--- src/rtl/riscv_pkg.sv ---
// Shared definitions for the pipelined core: datapath widths, ALU opcodes
// and the operand-forwarding select encoding.
package riscv_pkg;

    localparam int XLEN       = 32;
    localparam int REG_ADDR_W = 5;

    typedef enum logic [2:0] {
        ALU_ADD = 3'b000,
        ALU_SUB = 3'b001,
        ALU_AND = 3'b010,
        ALU_OR  = 3'b011,
        ALU_SLT = 3'b101
    } alu_ctrl_e;

    typedef enum logic [1:0] {
        FWD_NONE = 2'd0,
        FWD_MEM  = 2'd1,
        FWD_WB   = 2'd2
    } fwd_sel_e;

endpackage

--- src/rtl/forward_mux.sv ---
// Per-operand forwarding: picks EX/MEM over MEM/WB over the registered value;
// x0 is never forwarded.
module forward_mux #(
    parameter int XLEN       = 32,
    parameter int REG_ADDR_W = 5
) (
    input  logic [REG_ADDR_W-1:0] rs_i,
    input  logic [XLEN-1:0]       reg_val_i,
    input  logic [REG_ADDR_W-1:0] mem_rd_i,
    input  logic                  mem_reg_write_i,
    input  logic [XLEN-1:0]       mem_result_i,
    input  logic [REG_ADDR_W-1:0] wb_rd_i,
    input  logic                  wb_reg_write_i,
    input  logic [XLEN-1:0]       wb_result_i,
    output riscv_pkg::fwd_sel_e   sel_o,
    output logic [XLEN-1:0]       val_o
);
    import riscv_pkg::*;

    logic rs_nonzero;

    assign rs_nonzero = (rs_i != '0);

    always_comb begin
        sel_o = FWD_NONE;
        if (mem_reg_write_i && (mem_rd_i == rs_i) && rs_nonzero) begin
            sel_o = FWD_MEM;
        end else if (wb_reg_write_i && (wb_rd_i == rs_i) && rs_nonzero) begin
            sel_o = FWD_WB;
        end
    end

    always_comb begin
        val_o = reg_val_i;
        case (sel_o)
            FWD_MEM: val_o = mem_result_i;
            FWD_WB:  val_o = wb_result_i;
            default: val_o = reg_val_i;
        endcase
    end

endmodule

--- src/rtl/id_ex_stage.sv ---
// ID/EX pipeline register with capture bypass, load-use bubble insertion,
// branch flush and EX-stage operand forwarding into the ALU.
module id_ex_stage #(
    parameter int XLEN       = 32,
    parameter int REG_ADDR_W = 5
) (
    input  logic                  clk,
    input  logic                  rst_n,
    input  logic                  id_valid,
    output logic                  id_ready,
    input  logic [REG_ADDR_W-1:0] id_rs1,
    input  logic [REG_ADDR_W-1:0] id_rs2,
    input  logic [REG_ADDR_W-1:0] id_rd,
    input  logic [XLEN-1:0]       id_rs1_data,
    input  logic [XLEN-1:0]       id_rs2_data,
    input  logic [XLEN-1:0]       id_imm,
    input  logic                  id_alu_src,
    input  logic [2:0]            id_alu_control,
    input  logic                  id_reg_write,
    input  logic                  id_mem_read,
    input  logic                  id_mem_write,
    input  logic                  flush,
    input  logic [REG_ADDR_W-1:0] mem_rd,
    input  logic                  mem_reg_write,
    input  logic [XLEN-1:0]       mem_result,
    input  logic [REG_ADDR_W-1:0] wb_rd,
    input  logic                  wb_reg_write,
    input  logic [XLEN-1:0]       wb_result,
    output logic                  ex_valid,
    output logic [XLEN-1:0]       ex_A,
    output logic [XLEN-1:0]       ex_B,
    output logic [2:0]            ex_alu_control,
    output logic [REG_ADDR_W-1:0] ex_rd,
    output logic                  ex_reg_write,
    output logic                  ex_mem_read,
    output logic                  ex_mem_write,
    output logic [XLEN-1:0]       ex_store_data
);
    import riscv_pkg::*;

    logic                  valid_q;
    logic [REG_ADDR_W-1:0] rs1_q, rs2_q, rd_q;
    logic [XLEN-1:0]       rs1_val_q, rs2_val_q, imm_q;
    logic                  alu_src_q;
    logic [2:0]            alu_control_q;
    logic                  reg_write_q, mem_read_q, mem_write_q;

    logic [XLEN-1:0]       rs1_val_d, rs2_val_d;
    logic                  rs2_used, hazard;
    logic [XLEN-1:0]       rs1_fwd, rs2_fwd;
    fwd_sel_e              rs1_sel, rs2_sel;
    logic                  unused_fwd_sel;

    // The register file writes this same edge, so its read data is still stale.
    always_comb begin
        rs1_val_d = id_rs1_data;
        rs2_val_d = id_rs2_data;
        if (wb_reg_write && (wb_rd == id_rs1) && (id_rs1 != '0)) rs1_val_d = wb_result;
        if (wb_reg_write && (wb_rd == id_rs2) && (id_rs2 != '0)) rs2_val_d = wb_result;
    end

    assign rs2_used = ~id_alu_src | id_mem_write;
    assign hazard   = id_valid & ex_valid & ex_mem_read & (rd_q != '0) &
                      ((rd_q == id_rs1) | ((rd_q == id_rs2) & rs2_used));
    assign id_ready = ~hazard;

    always_ff @(posedge clk) begin
        if (!rst_n) begin
            valid_q       <= 1'b0;
            rs1_q         <= '0;
            rs2_q         <= '0;
            rd_q          <= '0;
            rs1_val_q     <= '0;
            rs2_val_q     <= '0;
            imm_q         <= '0;
            alu_src_q     <= 1'b0;
            alu_control_q <= '0;
            reg_write_q   <= 1'b0;
            mem_read_q    <= 1'b0;
            mem_write_q   <= 1'b0;
        end else if (flush || hazard) begin
            valid_q <= 1'b0;
        end else begin
            valid_q       <= id_valid;
            rs1_q         <= id_rs1;
            rs2_q         <= id_rs2;
            rd_q          <= id_rd;
            rs1_val_q     <= rs1_val_d;
            rs2_val_q     <= rs2_val_d;
            imm_q         <= id_imm;
            alu_src_q     <= id_alu_src;
            alu_control_q <= id_alu_control;
            reg_write_q   <= id_reg_write;
            mem_read_q    <= id_mem_read;
            mem_write_q   <= id_mem_write;
        end
    end

    forward_mux #(.XLEN(XLEN), .REG_ADDR_W(REG_ADDR_W)) u_fwd_rs1 (
        .rs_i(rs1_q), .reg_val_i(rs1_val_q),
        .mem_rd_i(mem_rd), .mem_reg_write_i(mem_reg_write), .mem_result_i(mem_result),
        .wb_rd_i(wb_rd), .wb_reg_write_i(wb_reg_write), .wb_result_i(wb_result),
        .sel_o(rs1_sel), .val_o(rs1_fwd)
    );

    forward_mux #(.XLEN(XLEN), .REG_ADDR_W(REG_ADDR_W)) u_fwd_rs2 (
        .rs_i(rs2_q), .reg_val_i(rs2_val_q),
        .mem_rd_i(mem_rd), .mem_reg_write_i(mem_reg_write), .mem_result_i(mem_result),
        .wb_rd_i(wb_rd), .wb_reg_write_i(wb_reg_write), .wb_result_i(wb_result),
        .sel_o(rs2_sel), .val_o(rs2_fwd)
    );

    // Selects are only needed for debug visibility at this level.
    assign unused_fwd_sel = ^{rs1_sel, rs2_sel};

    assign ex_valid       = valid_q;
    assign ex_A           = rs1_fwd;
    assign ex_B           = alu_src_q ? imm_q : rs2_fwd;
    assign ex_store_data  = rs2_fwd;
    assign ex_alu_control = alu_control_q;
    assign ex_rd          = rd_q;
    assign ex_reg_write   = valid_q & reg_write_q;
    assign ex_mem_read    = valid_q & mem_read_q;
    assign ex_mem_write   = valid_q & mem_write_q;

endmodule
--- config.mk ---
export PLATFORM = sky130hd
export DESIGN_NAME = id_ex_stage
export DESIGN_NICKNAME = d
export VERILOG_FILES = /design/src/rtl/riscv_pkg.sv /design/src/rtl/forward_mux.sv /design/src/rtl/id_ex_stage.sv
export SDC_FILE = /design/constraint.sdc
export NUM_CORES = 1
export LEC_CHECK = 0
export CAP_MARGIN = 20
export CORE_UTILIZATION = 45
export CTS_BUF_LIST = sky130_fd_sc_hd__clkbuf_4
export DETAILED_ROUTE_END_ITERATION = 8
export HOLD_SLACK_MARGIN = 0.12
export PLACE_DENSITY = 0.86
export SYNTH_ARGS = -nofsm -noshare
export SYNTH_HDL_FRONTEND = slang
export SYNTH_SLANG_ARGS = --single-unit
export TNS_END_PERCENT = 100
--- constraint.sdc ---
create_clock -name clk -period 4 [get_ports clk]
set_input_delay 0.6 -clock clk [delete_from_list [all_inputs] [get_ports clk]]
set_output_delay 0.6 -clock clk [all_outputs]
set_load 0.03 [all_outputs]
== After elaboration in Yosys (flattened, before gate mapping) ==
Cells that the tools add are included.
Word-level totals
  bits in registers: 119
  input port bits: 198
  output and inout bits: 109
  logic and storage cells: 65
Operators by class
  equality and inequality tests: 12
  mux-type cells: 9
  bitwise gates (word level): 13
  reduce and logical (&&, ||, !) cells: 19
Operator list (number)
  one-hot mux 32 bit (2 select lines): 2
  2-to-1 mux 32 bit: 3
  == test 5 bit: 8
  nonzero test 5 bit: 5
  logical AND 1 bit: 12
  bitwise AND 1 bit: 8
  2-to-1 mux 2 bit: 4
  == test 2 x 1 -> 1 bit (second input constant): 2
  == test 2 bit (second input constant): 2
  NOT 1 bit: 3
  bitwise OR 1 bit: 2
  OR reduction 2 bit: 1
  logical OR 1 bit: 1

== Longest topological paths before layout ==
  word-level depth: 8
  gate-level depth with buffers: 8
  gate-level depth less buffers: 5

== Modules after synthesis ==
A second synthesis with hierarchy kept.
Unflattened totals
  cells, all modules: 1113
  area total of the unflattened synthesis: 9425.3 um2
By module, submodules not included
  id_ex_stage: instances 1, cells an instance 771, area an instance 7440.9 um2, seq. area each 2382.3 um2
  forward_mux: instances 2, cells an instance 171, area an instance 992.2 um2, seq. area each 0.0 um2

== Least setup slack after synthesis ==
Ideal clock, no wire load.
  kind: input -> output
  from: input port wb_rd[1]
  to: output port ex_B[0]
  arrival time: 2.675 ns
  data required time: 3.400 ns
  setup slack: 0.725 ns
  cell stages on the path: 8
  buffers on the path: 3
  cells stage by stage: clkbuf_1 xnor2_1 and4_1 clkbuf_1 clkbuf_1 nand3_1 a31oi_1 mux2_2
On the way
  cells in the longest elaborated chain, start to end: 8
  elaborated cells between the ends (all ways): 9
  those cells by class: 3 x eq/ne; 4 x mux; 2 x reduce/logical
Ends and longest elaborated chain
  from (decl): RTL line id_ex_stage.sv:26  | input logic [REG_ADDR_W-1:0] wb_rd,
  == test 5 bit (*): RTL line forward_mux.sv:28  | end else if (wb_reg_write_i && (wb_rd_i == rs_i) && rs_nonzero) begin
  logical AND 1 bit (*) (2 in a row): RTL line forward_mux.sv:28
  2-to-1 mux 2 bit (*): RTL line forward_mux.sv:28
  2-to-1 mux 2 bit (*): RTL line forward_mux.sv:26  | if (mem_reg_write_i && (mem_rd_i == rs_i) && rs_nonzero) begin
  == test 2 bit or == test 2 x 1 -> 1 bit (tied branches): RTL line forward_mux.sv:35  | case (sel_o)
  one-hot mux 32 bit (2 select lines) (*): RTL line forward_mux.sv:35
  via ex_store_data[0]: RTL line id_ex_stage.sv:37  | output logic [XLEN-1:0] ex_store_data
  2-to-1 mux 32 bit (*): RTL line id_ex_stage.sv:118  | assign ex_B = alu_src_q ? imm_q : rs2_fwd;
  to (decl): RTL line id_ex_stage.sv:31  | output logic [XLEN-1:0] ex_B,
The timed path passes the listed nets; every way through them passes the cells marked *.

== Worst setup path in the final report ==
  from: register rs1_q[0]
  to: output port ex_A[6]
On the way
  cells in the longest elaborated chain, start to end: 7
  elaborated cells between the ends (all ways): 12
  those cells by class: 4 x eq/ne; 3 x mux; 5 x reduce/logical
Ends and longest elaborated chain
  from (decl): RTL line id_ex_stage.sv:42  | logic [REG_ADDR_W-1:0] rs1_q, rs2_q, rd_q;
  from (signal assigned): RTL line id_ex_stage.sv:85  | rs1_q <= id_rs1;
  == test 5 bit: RTL line forward_mux.sv:28
  logical AND 1 bit (2 in a row): RTL line forward_mux.sv:28
  2-to-1 mux 2 bit: RTL line forward_mux.sv:28
  2-to-1 mux 2 bit (*): RTL line forward_mux.sv:26
  == test 2 bit or == test 2 x 1 -> 1 bit (tied branches): RTL line forward_mux.sv:35
  one-hot mux 32 bit (2 select lines) (*): RTL line forward_mux.sv:35
  to (decl): RTL line id_ex_stage.sv:30  | output logic [XLEN-1:0] ex_A,
Every way passes the cells marked *; elsewhere a longest branch is shown, timed or not.

==> impl_metrics.env <==
export IMPL_synth_compound_area_frac=0.276
export IMPL_final_cell_mix="clkdlybuf4s50_1, nand2_1, dfxtp_1"
export IMPL_root_buffer="clkbuf_4"
export IMPL_cts_tree="built"
export IMPL_synth_mux_area_frac=0.138
export IMPL_numClockSinks=119
export IMPL_ios=307
export IMPL_initial_utilization=0.466
export IMPL_layout_nets=1502
export IMPL_vdd_drop_max_mv=0.165
export IMPL_fp_coreArea_mm2=0.0190
export IMPL_p_leak_uw=0.00420
export IMPL_die_area_mm2=0.0202
export IMPL_rows=50
export IMPL_drive_above_1_share=0.154
export IMPL_synthXorXnorAreaFrac=0.0377
export IMPL_die_w_um=142
export IMPL_diodes=0
export IMPL_grt_usage=0.336
export IMPL_drt_total_wl_um=34300
export IMPL_synthAdderAreaFrac=0
export IMPL_grt_pass1_vias=9264
export IMPL_syn_num_nets=1264
export IMPL_cts_setup_buffers=0
export IMPL_cp_start_kind="register"
export IMPL_first_pass_iters=7
export IMPL_grt_pass1_wl_um=52800
export IMPL_clock_latency_ns=0.55
export IMPL_post_route_period_util=0.958
export IMPL_path_clk_slew_ns=0.11
export IMPL_finalWeightedCongestion=0.888
export IMPL_hp_class="register to register"
export IMPL_seq_area_frac_synth=0.270
export IMPL_htree_levels=4
export IMPL_num_vias=9707
export IMPL_max_freq_mhz=261
export IMPL_cp_required_ns=3.40
export IMPL_syn_inst=1066
export IMPL_overflow=0
export IMPL_ant_nets=0
export IMPL_setup_tns_ns=0
export IMPL_yosys_area_top_type="dfxtp_1"
export IMPL_crit_type="register to primary output"
export IMPL_synth_area_mm2=0.00882
export IMPL_synth_area_leaders="dfxtp_1, mux2i_1, nor4b_1"
export IMPL_crit_fanout=15
export IMPL_drc=0
export IMPL_io_buffers=306
export IMPL_wl_per_cell_um=21.8
export IMPL_final_common_cell="clkdlybuf4s50_1"
export IMPL_clk_path_buf_depth=2
export IMPL_outcome="finished clean"
export IMPL_area_growth_pct=39.4
export IMPL_synth_top_family_by_area="compound AO/OA/AOI/OAI gates"
export IMPL_die_y_um=142
export IMPL_finalCriticalPeriod_ns=3.83
export IMPL_syn_avg_cell_area_um2=8.28
export IMPL_yosysTopAreaCellShare=0.270
export IMPL_worstMarginPinSlew_ns=0.935
export IMPL_antenna_found_initial=1
export IMPL_arrival_ns=3.23
export IMPL_final_setup_viol_count=0
export IMPL_rsz0062_at_grt="false"
export IMPL_p_per_area_mw_per_mm2=283
export IMPL_routed_via_density=6.16
export IMPL_ys_ff_latch=119
export IMPL_yosys_warnings=0
export IMPL_critical_path_endpoint_type="primary output"
export IMPL_finClkSkew_ns=0.0201
export IMPL_relSlewSlack=0.377
export IMPL_whs_ns=0.462
export IMPL_yosysUniqueCellTypes=40
export IMPL_numCtsBuffers=17
export IMPL_initialDrtViolationCount=857
export IMPL_finalHoldViolCount=0
export IMPL_slew_violations=0
export IMPL_maxCapViolCount=0
export IMPL_grt_max_degree=65
export IMPL_hpwlAfterDp_um=24000
export IMPL_synthSimpleGateAreaFrac=0.181
path summary, 6_finish.rpt:
path                             startpoint           to  slack, ns  cells past startpoint
worst max-delay path               rs1_q[0]      ex_A[6]       0.17                      7
worst min-delay path            reg_write_q  reg_write_q       0.46                      2
worst max register to register     ex_rd[1]    imm_q[24]       1.42                      5
worst min register to register  reg_write_q  reg_write_q       0.46                      2
cell usage after synthesis, drive strengths merged:
library cell,count
nand2,144
dfxtp,119
clkbuf,87
mux2i,86
inv,66
o21ai,65
a2111oi,64
a211oi,64
nor4b,64
o31a,64
buf,42
nand3,35
xnor2,34
a31oi,32
mux2,32
nor3,32
and2,5
nand4,5
or4,5
xor2,4
a21oi,3
nor2,3
nor4,2
o211a,2
o211ai,2
a21o,1
and3,1
and4,1
o22ai,1
or2,1
worst max-delay path, stage by stage, from the launching register on:
cell and delay [ns]:
dfxtp_1 0.39, or4_1 0.54, nor2_1 0.35, nor4_4 0.12, buf_4 0.25, mux2i_1 0.15, o21ai_0 0.18, clkdlybuf4s50_1 0.70
layout make-up:
cell class              instances  area, um2
well taps                     260        325
clock inverters                13        114
fillers                      1564       6650
multi-input cells             752       5660
inverters                      66        248
clock buffers                  18        135
repair buffers                348       3430
flip-flops and latches        119       2380
logic make-up (layout without fill, tap and decap cells):
| group | after synthesis | count (layout) |
|---|---|---|
| AOI/OAI and AO/OA | 298 | 298 |
| xor gates and xnor gates | 38 | 38 |
| buffers and inverters | 195 | 445 |
| DFF | 119 | 119 |
| muxes | 118 | 118 |
| and+or+nand+nor | 298 | 298 |
through the flow:
step	total power, uW	std cells	worst slack [ns]	utilization	cell area, um2
floorplan	2040	1066	0.725	-	8820
global placement	2630	1545	0.177	0.636	12100
detailed placement	2650	1545	0.149	0.636	12100
CTS	3480	1576	0.141	0.649	12300
global route	3620	1576	0.0311	0.649	12300
finish	3490	1576	0.169	0.649	12300
repair_timing:
action | CTS | global route
resized for setup | 1 | 0
hold buffers | 0 | 0
setup endpoints to repair | 1 | 0
where the power goes:
group          switching, uW  internal [uW]
Clock                    489            359
Sequential              63.4           1270
Combinational            730            580
registers in the layout (all words and copies together) (netlist names), 3 cells and up:
register        flops
rs2_q               5
imm_q              32
ex_rd               5
rs1_q               5
rs1_val_q          32
rs2_val_q          32
ex_alu_control      3
routing by layer:
layer / GRT usage / vias up / wire length, um
met5: 0 / - / 0
li1: - / 4465 / -
met3: 0.0808 / 83 / 3240
met1: 0.428 / 4586 / 14000
met4: 0.128 / 0 / 1000
met2: 0.545 / 573 / 16100
Power figures use the tool's default switching activity.
